File: config.mk
export PLATFORM = sky130hd
export DESIGN_NAME = serial_packet_receiver
export DESIGN_NICKNAME = d
export VERILOG_FILES = /design/src/rtl/serial_packet_receiver_pkg.sv /design/src/rtl/serial_packet_receiver_crc4.sv /design/src/rtl/serial_packet_receiver.sv
export SDC_FILE = /design/constraint.sdc
export NUM_CORES = 1
export LEC_CHECK = 0
export BUFFER_PORTS_ARGS = -buffer_cell sky130_fd_sc_hd__buf_2
export CAP_MARGIN = 15
export CORE_ASPECT_RATIO = 0.9
export CORE_UTILIZATION = 35
export CTS_BUF_LIST = sky130_fd_sc_hd__clkbuf_4
export CTS_CLUSTER_DIAMETER = 200
export DETAILED_ROUTE_END_ITERATION = 10
export GPL_ROUTABILITY_DRIVEN = 0
export MAX_ROUTING_LAYER = met4
export PLACE_DENSITY_LB_ADDON = 0.05
export REMOVE_ABC_BUFFERS = 1
export SLEW_MARGIN = 25
export SYNTH_ARGS = -nofsm -noshare
export SYNTH_HDL_FRONTEND = slang
export SYNTH_HIERARCHICAL = 1
export SYNTH_SLANG_ARGS = --single-unit
File: constraint.sdc
create_clock -name clock -period 14.8 [get_ports clock]
set_clock_uncertainty 0.15 [all_clocks]
set_input_delay 2.22 -clock clock [delete_from_list [all_inputs] [get_ports clock]]
set_output_delay 2.22 -clock clock [all_outputs]
set_load 0.02 [all_outputs]
File: src/rtl/serial_packet_receiver_pkg.sv
// rtl/serial_packet_receiver_pkg.sv - shared frame layout, constants and state type for the serial receiver
package serial_packet_receiver_pkg;

    localparam int FRAME_W   = 80;
    localparam int START_POS = FRAME_W - 1;
    localparam int SRC_HI    = 78;
    localparam int SRC_LO    = 75;
    localparam int DST_HI    = 74;
    localparam int DST_LO    = 71;
    localparam int SIZE_HI   = 70;
    localparam int SIZE_LO   = 69;
    localparam int DATA_HI   = 68;
    localparam int DATA_LO   = 5;
    localparam int CRC_HI    = 4;
    localparam int CRC_LO    = 1;
    localparam int END_POS   = 0;

    // Wide enough to hold the highest bit position below the start bit.
    localparam int CNT_W = 7;

    localparam logic [3:0] CRC4_POLY  = 4'h3;
    localparam logic [3:0] BCAST_ADDR = 4'hF;

    typedef enum logic [1:0] {
        WAIT_IDLE = 2'd0,
        IDLE      = 2'd1,
        SHIFT     = 2'd2,
        CHECK     = 2'd3
    } rx_state_e;

    // One MSB-first step of the x^4+x+1 LFSR.
    function automatic logic [3:0] crc4_step(input logic [3:0] crc, input logic din);
        logic fb;
        fb = crc[3] ^ din;
        return {crc[2:0], 1'b0} ^ (fb ? CRC4_POLY : 4'h0);
    endfunction

endpackage

File: src/rtl/serial_packet_receiver_crc4.sv
// rtl/serial_packet_receiver_crc4.sv - bit-serial CRC-4 accumulator fed while the payload shifts in
module crc4_serial
(
    input  logic       clock,
    input  logic       reset,
    input  logic       clear,
    input  logic       en,
    input  logic       din,
    output logic [3:0] crc
);
    import serial_packet_receiver_pkg::*;

    logic [3:0] crc_q;
    logic [3:0] crc_d;

    // Clear wins over enable so a fresh frame always starts from 4'h0.
    always_comb begin
        crc_d = crc_q;
        if (clear) begin
            crc_d = 4'h0;
        end else if (en) begin
            crc_d = crc4_step(crc_q, din);
        end
    end

    // Remainder register.
    always_ff @(posedge clock or posedge reset) begin
        if (reset) begin
            crc_q <= 4'h0;
        end else begin
            crc_q <= crc_d;
        end
    end

    assign crc = crc_q;

endmodule

File: src/rtl/serial_packet_receiver.sv
// rtl/serial_packet_receiver.sv - bit-serial frame receiver with address/CRC check, payload buffer and ack
module serial_packet_receiver #(
    parameter int ADDR_W       = 4,
    parameter int DATA_W       = 64,
    parameter int ACK_CYCLES   = 2,
    parameter int BROADCAST_EN = 1
) (
    input  logic              clock,
    input  logic              reset,
    input  logic [ADDR_W-1:0] node_address,
    input  logic              main_bus_in,
    output logic [DATA_W-1:0] rx_data,
    output logic [ADDR_W-1:0] rx_src,
    output logic [1:0]        rx_size,
    output logic              rx_valid,
    input  logic              rx_ready,
    output logic              ack_out,
    output logic              crc_err,
    output logic              frame_err,
    output logic              overflow
);
    import serial_packet_receiver_pkg::*;

    localparam int ACK_W = $clog2(ACK_CYCLES + 1);
    localparam logic [CNT_W-1:0] CNT_FIRST   = CNT_W'(SRC_HI);
    localparam logic [CNT_W-1:0] CNT_DATA_HI = CNT_W'(DATA_HI);
    localparam logic [CNT_W-1:0] CNT_DATA_LO = CNT_W'(DATA_LO);
    localparam logic [ACK_W-1:0] ACK_LOAD    = ACK_W'(ACK_CYCLES);

    rx_state_e            state_q,    state_d;
    logic                 bus_q,      bus_d;
    logic [CNT_W-1:0]     bit_cnt_q,  bit_cnt_d;
    logic [START_POS-1:0] sreg_q,     sreg_d;
    logic [DATA_W-1:0]    rx_data_q,  rx_data_d;
    logic [ADDR_W-1:0]    rx_src_q,   rx_src_d;
    logic [1:0]           rx_size_q,  rx_size_d;
    logic                 rx_valid_q, rx_valid_d;
    logic [ACK_W-1:0]     ack_cnt_q,  ack_cnt_d;

    logic              crc_clear;
    logic              crc_en;
    logic [3:0]        crc_calc;
    logic              accept;
    logic              accept_ack;
    logic              crc_err_o;
    logic              frame_err_o;
    logic              overflow_o;

    // Fields of the captured frame as seen in CHECK.
    logic [ADDR_W-1:0] f_src;
    logic [ADDR_W-1:0] f_dst;
    logic [1:0]        f_size;
    logic [DATA_W-1:0] f_data;
    logic [3:0]        f_crc;
    logic              f_end;
    logic              is_bcast;
    logic              addr_hit;

    assign f_src    = ADDR_W'(sreg_q[SRC_HI:SRC_LO]);
    assign f_dst    = ADDR_W'(sreg_q[DST_HI:DST_LO]);
    assign f_size   = sreg_q[SIZE_HI:SIZE_LO];
    assign f_data   = DATA_W'(sreg_q[DATA_HI:DATA_LO]);
    assign f_crc    = sreg_q[CRC_HI:CRC_LO];
    assign f_end    = sreg_q[END_POS];
    assign is_bcast = (BROADCAST_EN != 0) && (f_dst == ADDR_W'(BCAST_ADDR));
    assign addr_hit = (f_dst == node_address) || is_bcast;

    crc4_serial u_crc (
        .clock (clock),
        .reset (reset),
        .clear (crc_clear),
        .en    (crc_en),
        .din   (bus_q),
        .crc   (crc_calc)
    );

    // State register.
    always_ff @(posedge clock or posedge reset) begin
        if (reset) begin
            state_q <= WAIT_IDLE;
        end else begin
            state_q <= state_d;
        end
    end

    // Next state: a low bus only counts as a start once it has been seen high.
    always_comb begin
        state_d = state_q;
        unique case (state_q)
            WAIT_IDLE: if (bus_q)  state_d = IDLE;
            IDLE:      if (!bus_q) state_d = SHIFT;
            SHIFT:     if (bit_cnt_q == '0) state_d = CHECK;
            CHECK:     state_d = WAIT_IDLE;
            default:   state_d = WAIT_IDLE;
        endcase
    end

    // FSM outputs: CRC control and the prioritised frame verdict in CHECK.
    always_comb begin
        crc_clear   = (state_q == IDLE);
        crc_en      = (state_q == SHIFT) && (bit_cnt_q <= CNT_DATA_HI) && (bit_cnt_q >= CNT_DATA_LO);
        frame_err_o = 1'b0;
        crc_err_o   = 1'b0;
        overflow_o  = 1'b0;
        accept      = 1'b0;
        if (state_q == CHECK) begin
            if (!f_end) begin
                frame_err_o = 1'b1;
            end else if (addr_hit) begin
                if (f_crc != crc_calc) begin
                    crc_err_o = 1'b1;
                end else if (rx_valid_q && !rx_ready) begin
                    overflow_o = 1'b1;
                end else begin
                    accept = 1'b1;
                end
            end
        end
        accept_ack = accept && !is_bcast;
    end

    // Deserialiser: bus sample register, bit counter and shift register.
    always_comb begin
        bus_d     = main_bus_in;
        bit_cnt_d = bit_cnt_q;
        sreg_d    = sreg_q;
        if (state_q == IDLE && !bus_q) begin
            bit_cnt_d = CNT_FIRST;
        end else if (state_q == SHIFT) begin
            sreg_d[bit_cnt_q] = bus_q;
            if (bit_cnt_q != '0) begin
                bit_cnt_d = bit_cnt_q - CNT_W'(1);
            end
        end
    end

    // Payload buffer and ack timer; a load in the same cycle as a take keeps rx_valid high.
    always_comb begin
        rx_data_d  = rx_data_q;
        rx_src_d   = rx_src_q;
        rx_size_d  = rx_size_q;
        rx_valid_d = rx_valid_q;
        ack_cnt_d  = ack_cnt_q;
        if (accept) begin
            rx_data_d  = f_data;
            rx_src_d   = f_src;
            rx_size_d  = f_size;
            rx_valid_d = 1'b1;
        end else if (rx_valid_q && rx_ready) begin
            rx_valid_d = 1'b0;
        end
        if (accept_ack) begin
            ack_cnt_d = ACK_LOAD;
        end else if (ack_cnt_q != '0) begin
            ack_cnt_d = ack_cnt_q - ACK_W'(1);
        end
    end

    // Datapath registers.
    always_ff @(posedge clock or posedge reset) begin
        if (reset) begin
            bus_q      <= 1'b0;
            bit_cnt_q  <= '0;
            sreg_q     <= '0;
            rx_data_q  <= '0;
            rx_src_q   <= '0;
            rx_size_q  <= '0;
            rx_valid_q <= 1'b0;
            ack_cnt_q  <= '0;
        end else begin
            bus_q      <= bus_d;
            bit_cnt_q  <= bit_cnt_d;
            sreg_q     <= sreg_d;
            rx_data_q  <= rx_data_d;
            rx_src_q   <= rx_src_d;
            rx_size_q  <= rx_size_d;
            rx_valid_q <= rx_valid_d;
            ack_cnt_q  <= ack_cnt_d;
        end
    end

    assign rx_data   = rx_data_q;
    assign rx_src    = rx_src_q;
    assign rx_size   = rx_size_q;
    assign rx_valid  = rx_valid_q;
    assign ack_out   = (ack_cnt_q != '0);
    assign crc_err   = crc_err_o;
    assign frame_err = frame_err_o;
    assign overflow  = overflow_o;

endmodule
Word-level counts from Yosys, hierarchy flattened:

Cells that the tools add are included.
W data, S select, Z words.

* bits in registers: 166
* input port bits: 8
* output and inout bits: 75
* word-level logic and storage cells: 84

* add/sub/neg operators: 2
* order comparisons: 4
* eq/ne operators: 9
* multiplexer cells: 33
* bitwise operators: 3
* reduce and logical (&&, ||, !) cells: 23

Operators by type and width (number)
* $bwmux W79: 1
* $mux W7: 3
* $mux W1: 19
* $mux W2: 6
* $reduce_bool A2 Y1: 6
* $lt A7 B8 Y1 const B: 1
* $mux W4: 2
* $pmux W2 S4: 1
* $demux W1 S7: 1
* $ge A7 B1 Y1 const B: 1
* $ge A7 B3 Y1 const B: 1
* $le A7 B7 Y1 const B: 1
* $logic_and A1 B1 Y1: 7
* $logic_not A7 Y1: 1
* $reduce_bool A7 Y1: 1
* $sub A7 B1 Y7 const B: 1
* $ne A2 B2 Y1 const B: 3
* $eq A2 B2 Y1 const B: 2
* $eq A4 B4 Y1: 1
* $eq A4 B4 Y1 const B: 1
* $ne A4 B4 Y1: 1
* $reduce_and A2 Y1: 2
* $xor A4 B4 Y4: 1
* $logic_not A1 Y1: 3
* other kinds (7): 7

Longest topological paths before layout:

Gate-level depths: netlist (run 1).

* word-level depth: 9
* depth in mapped cells: 8
* gate-level depth less buffers: 6

Modules after synthesis:

The synthesis (run 1) kept the hierarchy.

By module, submodules not included
* serial_packet_receiver: times used 1, cells each 525, area an instance 7277.0 um^2, seq. area each 4053.9 um^2
* crc4_serial: times used 1, cells each 18, area an instance 192.7 um^2, seq. area each 100.1 um^2

Least setup slack after synthesis (run 1):

Ideal clock, no wire load.

* path type: input-to-output
* from: input node_address[1]
* to: output overflow
* data arrival time: 3171 ps
* required time: 12430 ps
* path slack: 9259 ps
* stages: 4
* buffers on the path: 0
* cells stage by stage: xor2_1 -> o41ai_2 -> nand3_1 -> nor2_1

* word-level cells in the longest chain between the ends: 5

Ends and longest elaborated chain
* from (decl): RTL line serial_packet_receiver.sv:10 `input logic [ADDR_W-1:0] node_address,`
* $eq A4 B4 Y1: RTL line serial_packet_receiver.sv:66 `assign addr_hit = (f_dst == node_address) || is_bcast;`
* $logic_or A1 B1 Y1: RTL line serial_packet_receiver.sv:66
* $mux W1: RTL line serial_packet_receiver.sv:109 `end else if (addr_hit) begin`
* $mux W1: RTL line serial_packet_receiver.sv:107 `if (!f_end) begin`
* $mux W1: RTL line serial_packet_receiver.sv:106 `if (state_q == CHECK) begin`
* to (decl): RTL line serial_packet_receiver.sv:20 `output logic overflow`

Every way passes these cells.

Final worst setup path (run 1):

Ends and elaborated chain as after synthesis.

==> metrics.csv, run 1 <==
stage,metric,value,unit
status,outcome,"complete, no violations",
logic_synthesis,yosysTopAreaCellShare,55.6,%
floorplan,core-area,0.0208,sq mm
timing,rsz0062_at_grt,no,
worst_setup_path,crit_path_end,overflow,
worst_setup_path,worstPathArrival,3.35,ns
floorplan,core.rowCount,50,
logic_synthesis,synthesis.area,0.00747,sq mm
clocking,post_cts_buffers,0,
power_and_ir_drop,pwr-share-comb,18.7,%
timing,maxSlewHeadroom,30.9,%
clocking,cts.clk_slew.worst_paths,0.12,ns
timing,drv_slew,0,
timing,fin_tns_setup,0,ns
worst_setup_path,critPathKind,in -> out,
worst_setup_path,reg2regPathDepth,5,
timing,worst_pin_slew,1.03,ns
clocking,clk_path_buf_depth,2,
power_and_ir_drop,switching_power,320,uW
placement,port_buffers,82,
power_and_ir_drop,netSwitchingFraction,31.0,%
clocking,ctsHtreeMaxLevel,4,
logic_synthesis,synth_seq_area_share,55.6,%
power_and_ir_drop,leakage,4.22,nW
power_and_ir_drop,vdd_ir_drop_max,0.0542,mV
final_layout,num-nets-final,635,
logic_synthesis,synth_cell_type_count,49,
logic_synthesis,async_flop_share,100,%
global_route,overflow,0,
timing,hold_slack,0.354,ns
power_and_ir_drop,internal_power,712,uW
drt,via_count,4216,
timing,fin_ws,9.08,ns
clocking,numCtsBuffers,17,
timing,max_freq,175,MHz
run,maxCapViolCount,0,
floorplan,fp.dieH,141,um
drt,via_per_inst,4.60,
worst_setup_path,crit_fanout,3,
clocking,clk-insertion-delay-late,0.55,ns
logic_synthesis,synth_edf_count,0,
power_and_ir_drop,seqPwrFrac,53.1,%
logic_synthesis,synth.avg_cell_area,13.8,sq um
worst_setup_path,endpoint_kind,output port,
final_layout,area_growth,11.7,%
timing,hold_viol,0,
drt,ant_nets,0,
global_route,grt_pass1_vias,4396,
drt,drt_iter0_drc,197,
placement,dpl.hpwl,9.60,mm
final_layout,final_layout_size_suffix_gt1_share,42.7,%
floorplan,dieWidth,156,um
worst_setup_path,reg2reg_from,u_crc/crc[0],
power_and_ir_drop,clockPowerShare,28.2,%
timing,fin_crit,5.72,ns
floorplan,ios,83,
clocking,cts-root-buf,clkbuf_4,
worst_setup_path,worst_setup_path_start_kind,primary input,
power_and_ir_drop,power.density,124,mW/mm^2
logic_synthesis,synth_area_leaders,"dfrtp_1 56%, mux2_4 14%, mux2_2 11%",
clocking,post_cts_resize_count,0,
worst_setup_path,timing.critical_path.from,node_address[1],
global_route,grt_max_degree,105,
timing,final.period_utilization,38.6,%
global_route,grt_pass1_wl,24.4,mm
logic_synthesis,yosys.area.top_type,dfrtp_1,
drt,first_pass_iters,4,
drt,drc_errors,0,
floorplan,start_util,35.9,%
logic_synthesis,ys_ff_latch,166,
worst_hold_path,hold_path_class,reg -> reg,
timing,setup_violations,0,
global_route,antenna_found_initial,1,
drt,wl,15.1,mm
global_route,grt_use_total,15.1,%
placement,post-place-ws,9.06,ns
logic_synthesis,synth-main-ff-cell,dfrtp_1,
drt,wl_per_cell,16.5,um
worst_setup_path,worstPathRequired,12.43,ns
clocking,holdBufCountCts,0,
final_layout,post-route-util,40.1,%
logic_synthesis,yosysWarnings,6,
worst_setup_path,r2r_slack,11.46,ns
logic_synthesis,syn_inst,543,
worst_setup_path,timing.rr.end,rx_data[60],
floorplan,die-area,0.0219,sq mm
clocking,cts_tree,yes,
clocking,clock_sinks,166,
==> power by group through the flow <==
| stage | registers [mW] | logic [mW] | clock network, mW |
|---|---|---|---|
| after floorplan | 0.544 | 0.144 | 0 |
| after global placement | 0.555 | 0.192 | 0 |
| after detailed placement | 0.557 | 0.198 | 0 |
| after CTS | 0.549 | 0.198 | 0.302 |
| after global routing | 0.556 | 0.218 | 0.319 |
| final | 0.548 | 0.193 | 0.291 |
==> per-stage QoR <==
stage	cells	total power, mW	cell area (sq um)
CTS	916	1.05	8340
finish	917	1.03	8340
floorplan	514	0.688	7220
detailed placement	886	0.755	8040
global route	917	1.09	8340
global placement	886	0.747	8040
==> metal layers <==
layer	vias up	GRT usage (%)	wire length, um
li1	2001	-	-
met3	14	3.75	526
met2	74	22.3	6790
met4	0	4.28	199
met5	-	-	0
met1	2127	20.4	7580
==> cell type report <==
cell class	count	area, sq um
diodes	1	2.50
clock buffers	19	143
clock inverters	11	159
fillers	2006	12500
inverters	11	48.8
multi-input cells	337	3040
flip-flops and latches	166	4160
well taps	286	358
repair buffers	86	440
==> state kept, by name, summed over array words and instances, names as in the netlist <==
name       cells
ack_cnt_q      2
bit_cnt_q      7
bus_q          1
rx_data       64
rx_size        2
rx_src         4
rx_valid       1
sreg_q        79
state_q        2
u_crc/crc      4
==> cells in the mapped netlist, drive strengths merged (4+ instances only) <==
cell type and n:
nor3 5, mux2 151, xor2 11, nand2 77
clkbuf 13, buf 16, nand3 4, inv 11
dfrtp 166, nand2b 9, nor2 29, ha 8
o21ai 4
==> critical path: stages <==
cell     delay (ns)
buf_2          0.10
xor2_1         0.14
o41ai_2        0.44
nand3_1        0.15
nor2_1         0.12
buf_2          0.17
==> worst min path at each step <==
stage                        to  slack, ns        start  depth (start not counted)
floorplan           rx_data[63]       0.31   sreg_q[68]                          1
global placement    rx_data[63]       0.32  rx_data[63]                          1
detailed placement  rx_data[63]       0.33  rx_data[63]                          1
CTS                 rx_data[63]       0.36  rx_data[63]                          1
global route         sreg_q[11]       0.38   sreg_q[11]                          1
finish               sreg_q[11]       0.35   sreg_q[11]                          1
==> cell usage in the layout, fill, tap and decap left out, types with 2 or more instances in the layout <==
cell type  instances
a21oi_1            2
and2_1             3
and3_1             2
buf_2             82
buf_4              4
bufinv_16          4
clkbuf_4          19
clkinv_1           2
clkinv_2           3
dfrtp_1          165
ha_1               8
inv_1             10
mux2_1             9
mux2_2            74
mux2_4            68
mux2i_1            2
nand2_1           77
nand2b_1           9
nand3_1            4
nor2_1            28
nor2b_1            2
nor3_1             3
nor3_2             2
o21ai_0            4
o31ai_1            2
xnor2_1            3
xor2_1            11
==> logic make-up after synthesis <==
kind of cell    Yosys count  synth area share (%)
flops                   166                  55.6
mux                     153                  26.4
simple gates            144                  9.15
buf+inv                  40                  3.90
compound gates           18                  1.91
xor+xnor                 14                  1.64
fa+ha+maj                 8                  1.34
Power figures use the tool's default switching activity.
==> run 2, diff against run 1 <==
--- a/config.mk
+++ b/config.mk
@@ -5,6 +5,7 @@
 export SDC_FILE = /design/constraint.sdc
 export NUM_CORES = 1
 export LEC_CHECK = 0
+export ABC_AREA = 1
 export BUFFER_PORTS_ARGS = -buffer_cell sky130_fd_sc_hd__buf_2
 export CAP_MARGIN = 15
 export CORE_ASPECT_RATIO = 0.9
==> constraint.sdc (replaced) <==
create_clock -name clock -period 5.15 [get_ports clock]
set_clock_uncertainty 0.15 [all_clocks]
set_input_delay 0.7725 -clock clock [delete_from_list [all_inputs] [get_ports clock]]
set_output_delay 0.7725 -clock clock [all_outputs]
set_load 0.02 [all_outputs]
==> metrics.csv, run 2 <==
stage,metric,value,unit
status,outcome,"complete, no violations",
worst_setup_path,worst_setup_path_start_kind,flip-flop,
final_layout,num-nets-final,1087,
logic_synthesis,synth-main-ff-cell,dfrtp_1,
timing,max_freq,364,MHz
floorplan,ios,83,
floorplan,core.rowCount,52,
clocking,ctsHtreeMaxLevel,4,
drt,wl,18.5,mm
timing,setup_violations,0,
timing,hold_slack,0.170,ns
final_layout,regMostFlops,sreg_q,
logic_synthesis,yosys.area.top_type,dfrtp_1,
clocking,clk_path_buf_depth,2,
floorplan,die-area,0.0236,sq mm
global_route,grt_pass1_wl,31.1,mm
worst_setup_path,r2r_slack,2.55,ns
drt,via_per_inst,4.46,
drt,ant_nets,0,
global_route,overflow,0,
run,maxCapViolCount,0,
global_route,top_usage_layer,met2,
logic_synthesis,yosys-top-cells-count,"261 x inv_1, 204 x nand2_1, 166 x dfrtp_1, 86 x nand3_1, 70 x a21oi_1",
floorplan,start_util,35.8,%
worst_setup_path,worstPathRequired,4.23,ns
clocking,clock_sinks,166,
final_layout,fillers,2402,
logic_synthesis,synth_area_leaders,"dfrtp_1 52%, inv_1 12%, nand2_1 9.5%",
timing,drv_slew,0,
placement,port_buffers,82,
floorplan,dieWidth,162,um
logic_synthesis,yosysMostFrequentCell,inv_1,
floorplan,fp.dieH,146,um
power_and_ir_drop,vdd_ir_drop_max,0.178,mV
placement,dpl.hpwl,11.2,mm
floorplan,core-area,0.0225,sq mm
final_layout,instances_no_fill,1381,
logic_synthesis,synth_edf_count,0,
timing,rsz0062_at_grt,no,
drt,wl_per_cell,13.4,um
clocking,numCtsBuffers,17,
timing,maxSlewHeadroom,32.5,%
global_route,grt_max_degree,99,
worst_hold_path,hold_path_class,in -> reg,
timing,hold_viol,0,
power_and_ir_drop,power.density,486,mW/mm^2
global_route,grt_use_total,17.2,%
final_layout,final_layout_size_suffix_gt1_share,13.9,%
drt,via_count,6165,
logic_synthesis,synth.avg_cell_area,7.97,sq um
drt,drc_errors,0,
global_route,grtUsageMet2,25.6,%
worst_setup_path,crit_fanout,3,
worst_setup_path,worstPathArrival,1.83,ns
clocking,holdBufCountCts,1,
final_layout,largest_reg_flops,79,
timing,worst_pin_slew,1.01,ns
clocking,post_cts_resize_count,0,
clocking,cts-root-buf,clkbuf_4,
clocking,post_cts_buffers,0,
final_layout,layout_common_cells,"260 x inv_1, 204 x nand2_1, 166 x dfrtp_1, 86 x nand3_1, 82 x buf_2",
logic_synthesis,yosysWarnings,6,
logic_synthesis,async_flop_share,100,%
final_layout,area_growth,11.0,%
final_layout,final_common_cell,inv_1,
drt,drt_iter0_drc,511,
worst_setup_path,critPathKind,reg -> out,
clocking,clk-insertion-delay-late,0.55,ns
clocking,cts.clk_slew.worst_paths,0.14,ns
logic_synthesis,synth_seq_area_share,51.5,%
placement,dp.cells,1348,
final_layout,post-route-util,39.7,%
global_route,grt_pass1_vias,5884,
logic_synthesis,ys_ff_latch,166,
global_route,antenna_found_initial,1,
logic_synthesis,yosysTopAreaCellShare,51.5,%
logic_synthesis,synth_cell_type_count,30,
logic_synthesis,synthesis.area,0.00806,sq mm
timing,fin_crit,2.75,ns
global_route,grt_util_met3,3.45,%
timing,final.period_utilization,53.4,%
power_and_ir_drop,leakage,4.61,nW
drt,first_pass_iters,5,
clocking,cts_tree,yes,
worst_setup_path,endpoint_kind,output port,
logic_synthesis,syn_inst,1011,
global_route,grt_use_met1,24.1,%
[run 2: logic make-up (layout without fill, tap and decap cells)]
logic type                 count (synthesis)  after routing  share of synthesized area, %
xor gates and xnor gates                   3              3                         0.326
buffers and inverters                    315            387                          16.0
DFF                                      166            166                          51.5
and+or+nand+nor                          357            357                          19.8
AOI/OAI and AO/OA                        162            162                          11.1
other                                      0              1                             0
adders and majority gates                  8              8                          1.24
[run 2: path summary, 6_finish.rpt]
check | start | cells past startpoint | end
max | sreg_q[2] | 6 | overflow
min | main_bus_in | 1 | bus_q
max reg2reg | bus_q | 4 | bit_cnt_q[4]
min reg2reg | ack_cnt_q[1] | 2 | ack_cnt_q[1]
max in group asynchronous | reset | 4 | sreg_q[35]
min in group asynchronous | reset | 3 | u_crc/crc[0]
[run 2: metrics by stage]
stage	setup slack [ns]	total power [mW]	cell area, sq um	TNS (ns)
floorplan	-0.149	3.02	7780	-24.16
global placement	2.55	3.53	8610	0
detailed placement	2.55	3.53	8620	0
CTS	2.33	4.42	8940	0
global route	2.18	4.73	8950	0
finish	2.40	4.35	8950	0
[run 2: report_power, final]
group	internal [mW]	leakage (nW)	switching [mW]	total, mW
Clock	0.387	0.167	0.480	0.868
Sequential	1.65	1.92	0.233	1.88
Combinational	0.488	2.52	1.11	1.60
[run 2: layout make-up]
cell class              instances  area [sq um]  share of cell area (%)
inverters                     269          1020                    11.4
well taps                     297           372                    4.15
diodes                          1          2.50                  0.0280
clock inverters                13           180                    2.01
clock buffers                  18           135                    1.51
multi-input cells             530          2620                    29.3
repair buffers                 87           463                    5.17
flip-flops and latches        166          4150                    46.4
[run 2: critical path: stages (launching register included)]
cell	delay [ns]
dfrtp_1	0.43
nand2_1	0.09
nand2_1	0.06
nor2_1	0.19
nand2_1	0.14
nor3_1	0.19
buf_2	0.19
[run 2: routing by layer]
| layer | routed length (um) | vias up |
|---|---|---|
| li1 | - | 3235 |
| met1 | 9520 | 2830 |
| met2 | 8270 | 96 |
| met3 | 615 | 4 |
| met4 | 82 | 0 |
| met5 | 0 | - |
